**src/rtl/rr_arb4_pkg.sv**
```systemverilog
// Shared constants, grant record and round-robin search helper for rr_arb4.
package rr_arb4_pkg;

    localparam int unsigned N_REQ = 4;
    localparam int unsigned SEL_W = 2;

    // Reset value of the last-grant pointer: requester 0 is searched first.
    localparam logic [SEL_W-1:0] PTR_RESET = SEL_W'(N_REQ - 1);

    // Result of one round-robin search.
    typedef struct packed {
        logic             found;
        logic [SEL_W-1:0] idx;
    } grant_t;

    // First requester with valid set, scanning ptr+1 .. ptr+N_REQ (mod N_REQ).
    function automatic grant_t rr_pick(input logic [N_REQ-1:0] valid,
                                       input logic [SEL_W-1:0] ptr);
        grant_t           g;
        logic [SEL_W-1:0] idx;
        g.found = 1'b0;
        g.idx   = '0;
        for (int unsigned i = 1; i <= N_REQ; i++) begin
            idx = ptr + SEL_W'(i);
            if (!g.found && valid[idx]) begin
                g.found = 1'b1;
                g.idx   = idx;
            end
        end
        return g;
    endfunction

endpackage

```
**src/rtl/rr_arb4_mux4.sv**
```systemverilog
// Four-way payload multiplexer used by rr_arb4 to pick the granted requester.
module mux4
    import rr_arb4_pkg::*;
#(
    parameter int unsigned WIDTH = 8
) (
    input  logic [SEL_W-1:0] sel_i,
    input  logic [WIDTH-1:0] d0_i,
    input  logic [WIDTH-1:0] d1_i,
    input  logic [WIDTH-1:0] d2_i,
    input  logic [WIDTH-1:0] d3_i,
    output logic [WIDTH-1:0] res_o
);

    // Select one of the four payloads.
    always_comb begin
        res_o = d0_i;
        case (sel_i)
            2'd1:    res_o = d1_i;
            2'd2:    res_o = d2_i;
            2'd3:    res_o = d3_i;
            default: res_o = d0_i;
        endcase
    end

endmodule

```
**src/rtl/rr_arb4.sv**
```systemverilog
// Four-requester round-robin arbiter with a single registered output slot.
// The output register reloads whenever it is empty or being drained, so a
// continuously ready sink sees one beat per cycle with no bubbles.
module rr_arb4
    import rr_arb4_pkg::*;
#(
    parameter int unsigned WIDTH = 8
) (
    input  logic             clk_i,
    input  logic             arst_n_i,
    input  logic [WIDTH-1:0] d0_i,
    input  logic [WIDTH-1:0] d1_i,
    input  logic [WIDTH-1:0] d2_i,
    input  logic [WIDTH-1:0] d3_i,
    input  logic [N_REQ-1:0] valid_i,
    output logic [N_REQ-1:0] ready_o,
    output logic [WIDTH-1:0] res_o,
    output logic             res_valid_o,
    input  logic             res_ready_i,
    output logic [SEL_W-1:0] sel_o
);

    logic [SEL_W-1:0] ptr_q;
    logic             load_c;
    grant_t           grant_c;
    logic [WIDTH-1:0] mux_c;

    // Output slot may take a new beat when empty or drained this cycle.
    always_comb begin
        load_c  = !res_valid_o || res_ready_i;
        grant_c = rr_pick(valid_i, ptr_q);
        ready_o = '0;
        // Reset also blocks acceptance so nothing is lost while held in reset.
        if (arst_n_i && load_c && grant_c.found) begin
            ready_o[grant_c.idx] = 1'b1;
        end
    end

    mux4 #(
        .WIDTH (WIDTH)
    ) u_mux (
        .sel_i (grant_c.idx),
        .d0_i  (d0_i),
        .d1_i  (d1_i),
        .d2_i  (d2_i),
        .d3_i  (d3_i),
        .res_o (mux_c)
    );

    // Output register and last-grant pointer; both hold during a stall.
    always_ff @(posedge clk_i or negedge arst_n_i) begin
        if (!arst_n_i) begin
            res_o       <= '0;
            sel_o       <= '0;
            res_valid_o <= 1'b0;
            ptr_q       <= PTR_RESET;
        end else if (load_c) begin
            if (grant_c.found) begin
                res_o       <= mux_c;
                sel_o       <= grant_c.idx;
                res_valid_o <= 1'b1;
                ptr_q       <= grant_c.idx;
            end else begin
                res_valid_o <= 1'b0;
            end
        end
    end

endmodule

```
**config.mk**
```make
export PLATFORM = sky130hd
export DESIGN_NAME = rr_arb4
export DESIGN_NICKNAME = d
export VERILOG_FILES = /design/src/rtl/rr_arb4_pkg.sv /design/src/rtl/rr_arb4_mux4.sv /design/src/rtl/rr_arb4.sv
export SDC_FILE = /design/constraint.sdc
export NUM_CORES = 1
export LEC_CHECK = 0
export ABC_AREA = 1
export CORE_UTILIZATION = 45
export DETAILED_ROUTE_END_ITERATION = 16
export PLACE_DENSITY_LB_ADDON = 0.05
export SYNTH_ARGS = -nofsm -noshare
export SYNTH_HDL_FRONTEND = slang
export SYNTH_SLANG_ARGS = --single-unit
```
**constraint.sdc**
```tcl
create_clock -name clk_i -period 7.3 [get_ports clk_i]
set_clock_uncertainty 0.1 [all_clocks]
set_input_delay 2.19 -clock clk_i [delete_from_list [all_inputs] [get_ports clk_i]]
set_output_delay 2.19 -clock clk_i [all_outputs]
set_load 0.02 [all_outputs]
```
Word level (Yosys, flattened, before mapping)
Index checks and enable logic that the tools add are counted.
{"block": "word_totals", "wordCells": 45, "input_bits": 39, "ff_bits": 13}
{"block": "classes", "addsub": 3, "magnitude_cmp": 6, "muxes": 17, "reduce_logical": 12, "eq_ne": 3}
{"op": "8-bit case mux with 3 select lines", "n": 1}
{"op": "2-bit by 3-bit < comparator with 1-bit output (second input constant)", "n": 5}
{"op": "3-bit 2-to-1 mux", "n": 4}
{"op": "1-bit binary-select mux with 2-bit select", "n": 4}
{"op": "1-bit logical AND", "n": 6}
{"op": "1-bit 2-to-1 mux", "n": 6}
{"op": "2-bit adder (second input constant)", "n": 2}
{"op": "2-bit == test (second input constant)", "n": 2}
{"op": "1-bit logical NOT", "n": 4}
{"op": "4-bit 2-to-1 mux", "n": 1}
{"op": "2-bit by 1-bit adder with 2-bit output (second input constant)", "n": 1}
{"op": "1-bit demux with 2-bit select", "n": 1}
{"op": "2-bit by 1-bit == test with 1-bit output (second input constant)", "n": 1}
{"op": "2-bit by 1-bit greater-or-equal comparator with 1-bit output (second input constant)", "n": 1}
{"op": "2-bit AND reduction", "n": 1}
{"op": "1-bit logical OR", "n": 1}

Longest topological paths before layout
{"block": "logic_depth", "ltp_word": 18, "depth_mapped": 16}

Hierarchy
Synthesis repeated with hierarchy kept, for this count alone.
{"block": "unflattened", "hier_cells": 170, "area_unflattened_um2": 1147.4}
{"module": "rr_arb4", "instances": 1, "area_each_um2": 883.3, "seq_area_each_um2": 327.8, "cells_per_inst": 123}
{"module": "mux4", "instances": 1, "area_each_um2": 264.0, "seq_area_each_um2": 0.0, "cells_per_inst": 47}

Least setup slack after synthesis
OpenSTA, ideal clock, no wires.
{"block": "synth_path", "kind": "in2out", "startpoint": "input valid_i[3]", "endpoint": "output ready_o[2]", "n_path_buf": 1, "t_required_ns": 5.010, "path_slack_ns": 1.501, "stages": 10, "arrival_ns": 3.509, "cell_sequence": "nand2_1 -> nand2_2 -> nand2_1 -> nand2_2 -> nor2_4 -> nand4_2 -> nand2_4 -> inv_4 -> buf_6 -> nor3_1"}
{"block": "synth_via", "elab_chain_len": 17}
{"element": "start: declaration", "line_no": "rr_arb4.sv:15", "source": "input logic [N_REQ-1:0] valid_i,"}
{"element": "1-bit binary-select mux with 2-bit select", "line_no": "rr_arb4_pkg.sv:25", "source": "if (!g.found && valid[idx]) begin"}
{"element": "1-bit 2-to-1 mux (implied by the code)", "line_no": "rr_arb4_pkg.sv:25"}
{"element": "3-bit 2-to-1 mux", "line_no": "rr_arb4_pkg.sv:25"}
{"element": "1-bit logical NOT", "line_no": "rr_arb4_pkg.sv:25"}
{"element": "1-bit logical AND", "line_no": "rr_arb4_pkg.sv:25"}
{"element": "3-bit 2-to-1 mux", "line_no": "rr_arb4_pkg.sv:25"}
{"element": "1-bit logical NOT", "line_no": "rr_arb4_pkg.sv:25"}
{"element": "1-bit logical AND", "line_no": "rr_arb4_pkg.sv:25"}
{"element": "3-bit 2-to-1 mux", "line_no": "rr_arb4_pkg.sv:25"}
{"element": "1-bit logical NOT", "line_no": "rr_arb4_pkg.sv:25"}
{"element": "1-bit logical AND", "line_no": "rr_arb4_pkg.sv:25"}
{"element": "3-bit 2-to-1 mux (*)", "line_no": "rr_arb4_pkg.sv:25"}
{"element": "2-bit by 3-bit < comparator with 1-bit output (implied by the code) / 2-bit by 1-bit greater-or-equal comparator with 1-bit output (equally long branches)", "line_no": "rr_arb4.sv:35", "source": "ready_o[grant_c.idx] = 1'b1;"}
{"element": "1-bit logical AND (implied by the code)", "line_no": "rr_arb4.sv:35"}
{"element": "1-bit 2-to-1 mux (implied by the code)", "line_no": "rr_arb4.sv:35"}
{"element": "1-bit demux with 2-bit select", "line_no": "rr_arb4.sv:35"}
{"element": "4-bit 2-to-1 mux (*)", "line_no": "rr_arb4.sv:34", "source": "if (arst_n_i && load_c && grant_c.found) begin"}
{"element": "end: declaration", "line_no": "rr_arb4.sv:16", "source": "output logic [N_REQ-1:0] ready_o,"}
Mark *: on every way between the ends. The rest lies on a longest branch, timed or not. The select of a mux whose other input is x is not followed.

Worst setup path after layout
{"block": "layout_path", "startpoint": "input valid_i[3]", "endpoint": "output ready_o[0]"}
Same word-level chain as after synthesis.

==> results.md <==
* Run status: completed
* Via density per instance at between 5 and 6
* Sequential share of the synthesized area at 0.263
* GRT Overall Usage at 0.217
* Highest net fanout along the worst path at 26
* Setup TNS at 0 ns
* Number of port buffers at 53
* Fin crit share at 0.952
* Worst min path class: flop to flop
* Vias in the first global route at 1,220
* Global-route wire length before repair at about 4700 microns
* Clock input transition at the sequential cells of the worst setup and hold paths at ~0.08 ns
* Cell area after synthesis at ~0.0012 sq mm
* Number of hold-repair buffers added at the cts stage at 0
* Final hold violation count at 0
* Worst slew pin tran at 0.288 ns
* Cts repair resizes at 0
* Height of the die at 54.7 microns
* Setup Buffers After CTS at 0
* Global-route congestion overflow total at 0
* Clock Tree Buf Depth at 2
* Share of cells above drive strength 1 at 0.174
* # placed instances at about 260
* Synthesis warning total at 0
* Worst-Skew Late Latency at approximately 0.27 ns
* Initial core utilization at 0.491
* Final min period at 6.95 ns
* Fill cells at 226
* Placer's final routability congestion estimate at approximately 0.72
* CTS tree: yes
* Pin count of the biggest net entering global routing at 27
* Launching instance or port of the critical path: valid_i[3]
* Clock root buffer: sky130_fd_sc_hd__clkbuf_4
* Mean cell area of the mapped netlist at approximately 6.8 sq um
* Launch instance of the worst register-to-register path: ptr_q[0]
* Worst voltage drop across the vdd grid at 0.387 mV
* Number of buffers created by CTS at 3
* CP endpoint kind: primary output
* Total wire length after detailed routing at slightly above 3000 microns
* DRT antenna net count at 0
* Type of element launching the critical path: primary input
* Row count at 18
* Cell taking the most area after synthesis: sky130_fd_sc_hd__dfrtp_1
* Syn_nets at between 200 and 250
* Total Power Consumption at ~0.96 mW
* Number of design rule violations left after detail routing at 0
* Die area at ~0.0030 sq mm
* Final std cells w/o fill at 266
* Top post-synthesis cells by area: sky130_fd_sc_hd__dfrtp_1, sky130_fd_sc_hd__nand2_1, sky130_fd_sc_hd__nand3_1, sky130_fd_sc_hd__nand2_4, sky130_fd_sc_hd__nand2_2
* Io pins at between 50 and 60
* Number of antenna violations at the first check in global routing at 0
* Per-cell routed wire length at approximately 12 microns
* DR pass1 iterations at 5
* Worst Path Arrival at ~4.7 ns
* Post-synthesis cell type count at 26
* Number of sinks on the clock net at 13
* Data required time of the critical path at roughly 5 ns
* Power density over cell area at approximately 540 mW/mm^2
* Width of the chip at 54.7 microns
* Hold_ws at between 0.3 and 0.4 ns
* Final Max Slew Viols at 0
* Top-area cell type share of the netlist area at 0.220
* Half-perimeter wire length after detailed placement at 2500 microns
* Total of endpoints with negative setup slack in the final report at 0
* Final net count at 276
* CTS H-tree lvls at 1
* Worst max-slew margin expressed relative to the limit at 0.808
* Unrepaired setup endpoints after global routing: false
* Via Count at 1,340
* Post-synthesis register bit count at 13
* Number of standard cells after synthesis at around 180
* Post-Route Utilization at 0.702
* Fmax achieved at ~140 MHz
* Antenna cells at 0
* Lkg Pwr at between 0.8 and 0.9 nW
* Max-cap violations at 0
* Core area at ~0.0025 sq mm
* Hold Path Origin: res_o[3]
* Area growth from synthesis to layout at 43.0%
* Count of routing violations after the opening detailed-route iteration at 23
* Worst Setup Path Type: primary input to primary output
[where the power goes]
part / leakage (nW) / total (mW) / internal, mW / switching [mW]
Combinational: 0.705 / 0.761 / 0.276 / 0.485
Sequential: 0.154 / 0.150 / 0.118 / 0.0321
Clock: 0.0150 / 0.0440 / 0.0212 / 0.0228
[cell type report]
| type | instances | area [sq um] | area share |
|---|---|---|---|
| Multi-Input combinational cell | 142 | 752 | 0.421 |
| Timing Repair Buffer | 56 | 553 | 0.310 |
| Sequential cell | 13 | 328 | 0.184 |
| Inverter | 21 | 88.8 | 0.0498 |
| Tap cell | 30 | 37.5 | 0.0210 |
| Clock buffer | 4 | 26.3 | 0.0147 |
[registers in the layout, indices dropped and copies added (netlist names)]
signal,count
sel_o,2
ptr_q,2
res_valid_o,1
res_o,8
[stage by stage]
step                setup WS, ns  area (sq um)
finish                     0.350          1790
global route               0.207          1790
CTS                        0.362          1790
detailed placement         0.387          1760
global placement           0.438          1760
floorplan                   1.50          1250
[critical path, cell delays in order]
cell and delay [ns]:
sky130_fd_sc_hd__clkdlybuf4s50_1 0.53, sky130_fd_sc_hd__nand2_1 0.12, sky130_fd_sc_hd__nand3_1 0.10, sky130_fd_sc_hd__nand2_1 0.08, sky130_fd_sc_hd__a21oi_1 0.17, sky130_fd_sc_hd__nand2_2 0.14
sky130_fd_sc_hd__nand2_4 0.27, sky130_fd_sc_hd__inv_1 0.17, sky130_fd_sc_hd__nor3_1 0.22, sky130_fd_sc_hd__clkdlybuf4s50_1 0.64
[cells in the final DEF, fill, tap and decap left out, drive strengths merged]
| master | n |
|---|---|
| buf | 3 |
| dfstp | 2 |
| dfrtp | 11 |
| a21oi | 2 |
| nand4 | 9 |
| o21ai | 8 |
| nand2 | 89 |
| clkdlybuf4s50 | 53 |
| nand3b | 8 |
| nor2 | 4 |
| nand3 | 17 |
| clkbuf | 4 |
| nor3 | 4 |
| a21boi | 1 |
| inv | 21 |
[cell usage after synthesis (all sizes together)]
library cell and n:
dfrtp 11, nor2 4, nand3 17, o21ai 8, buf 8, dfstp 2
a21boi 1, nand4 9, inv 21, nand3b 8, nand2 89, a21oi 2
nor3 4
[worst paths after layout]
check                           slack [ns]           to  depth (start not counted)
worst max-delay path                  0.35   ready_o[0]                         10
max in group asynchronous             4.75     ptr_q[0]                          2
min in group asynchronous             2.11  res_valid_o                          2
worst min register to register        0.38     res_o[3]                          2
worst min-delay path                  0.38     res_o[3]                          2
worst max register to register        5.01     res_o[3]                         15
[cell families after synthesis]
kind of cell | Yosys count | share of synthesized area
AND/OR/NAND/NOR | 131 | 0.538
buffers and inverters | 29 | 0.135
flip-flops | 13 | 0.263
AO/OA/AOI/OAI | 11 | 0.0641
[layer usage]
layer  up-vias  track usage  wire length, microns
met5         -            0                     0
met4         0       0.0427                    18
li1        693            -                     -
met3         2       0.0472                   121
met1       602        0.209                  1230
met2        43        0.452                  1740
No activity file was read; power rests on OpenSTA's default activity.
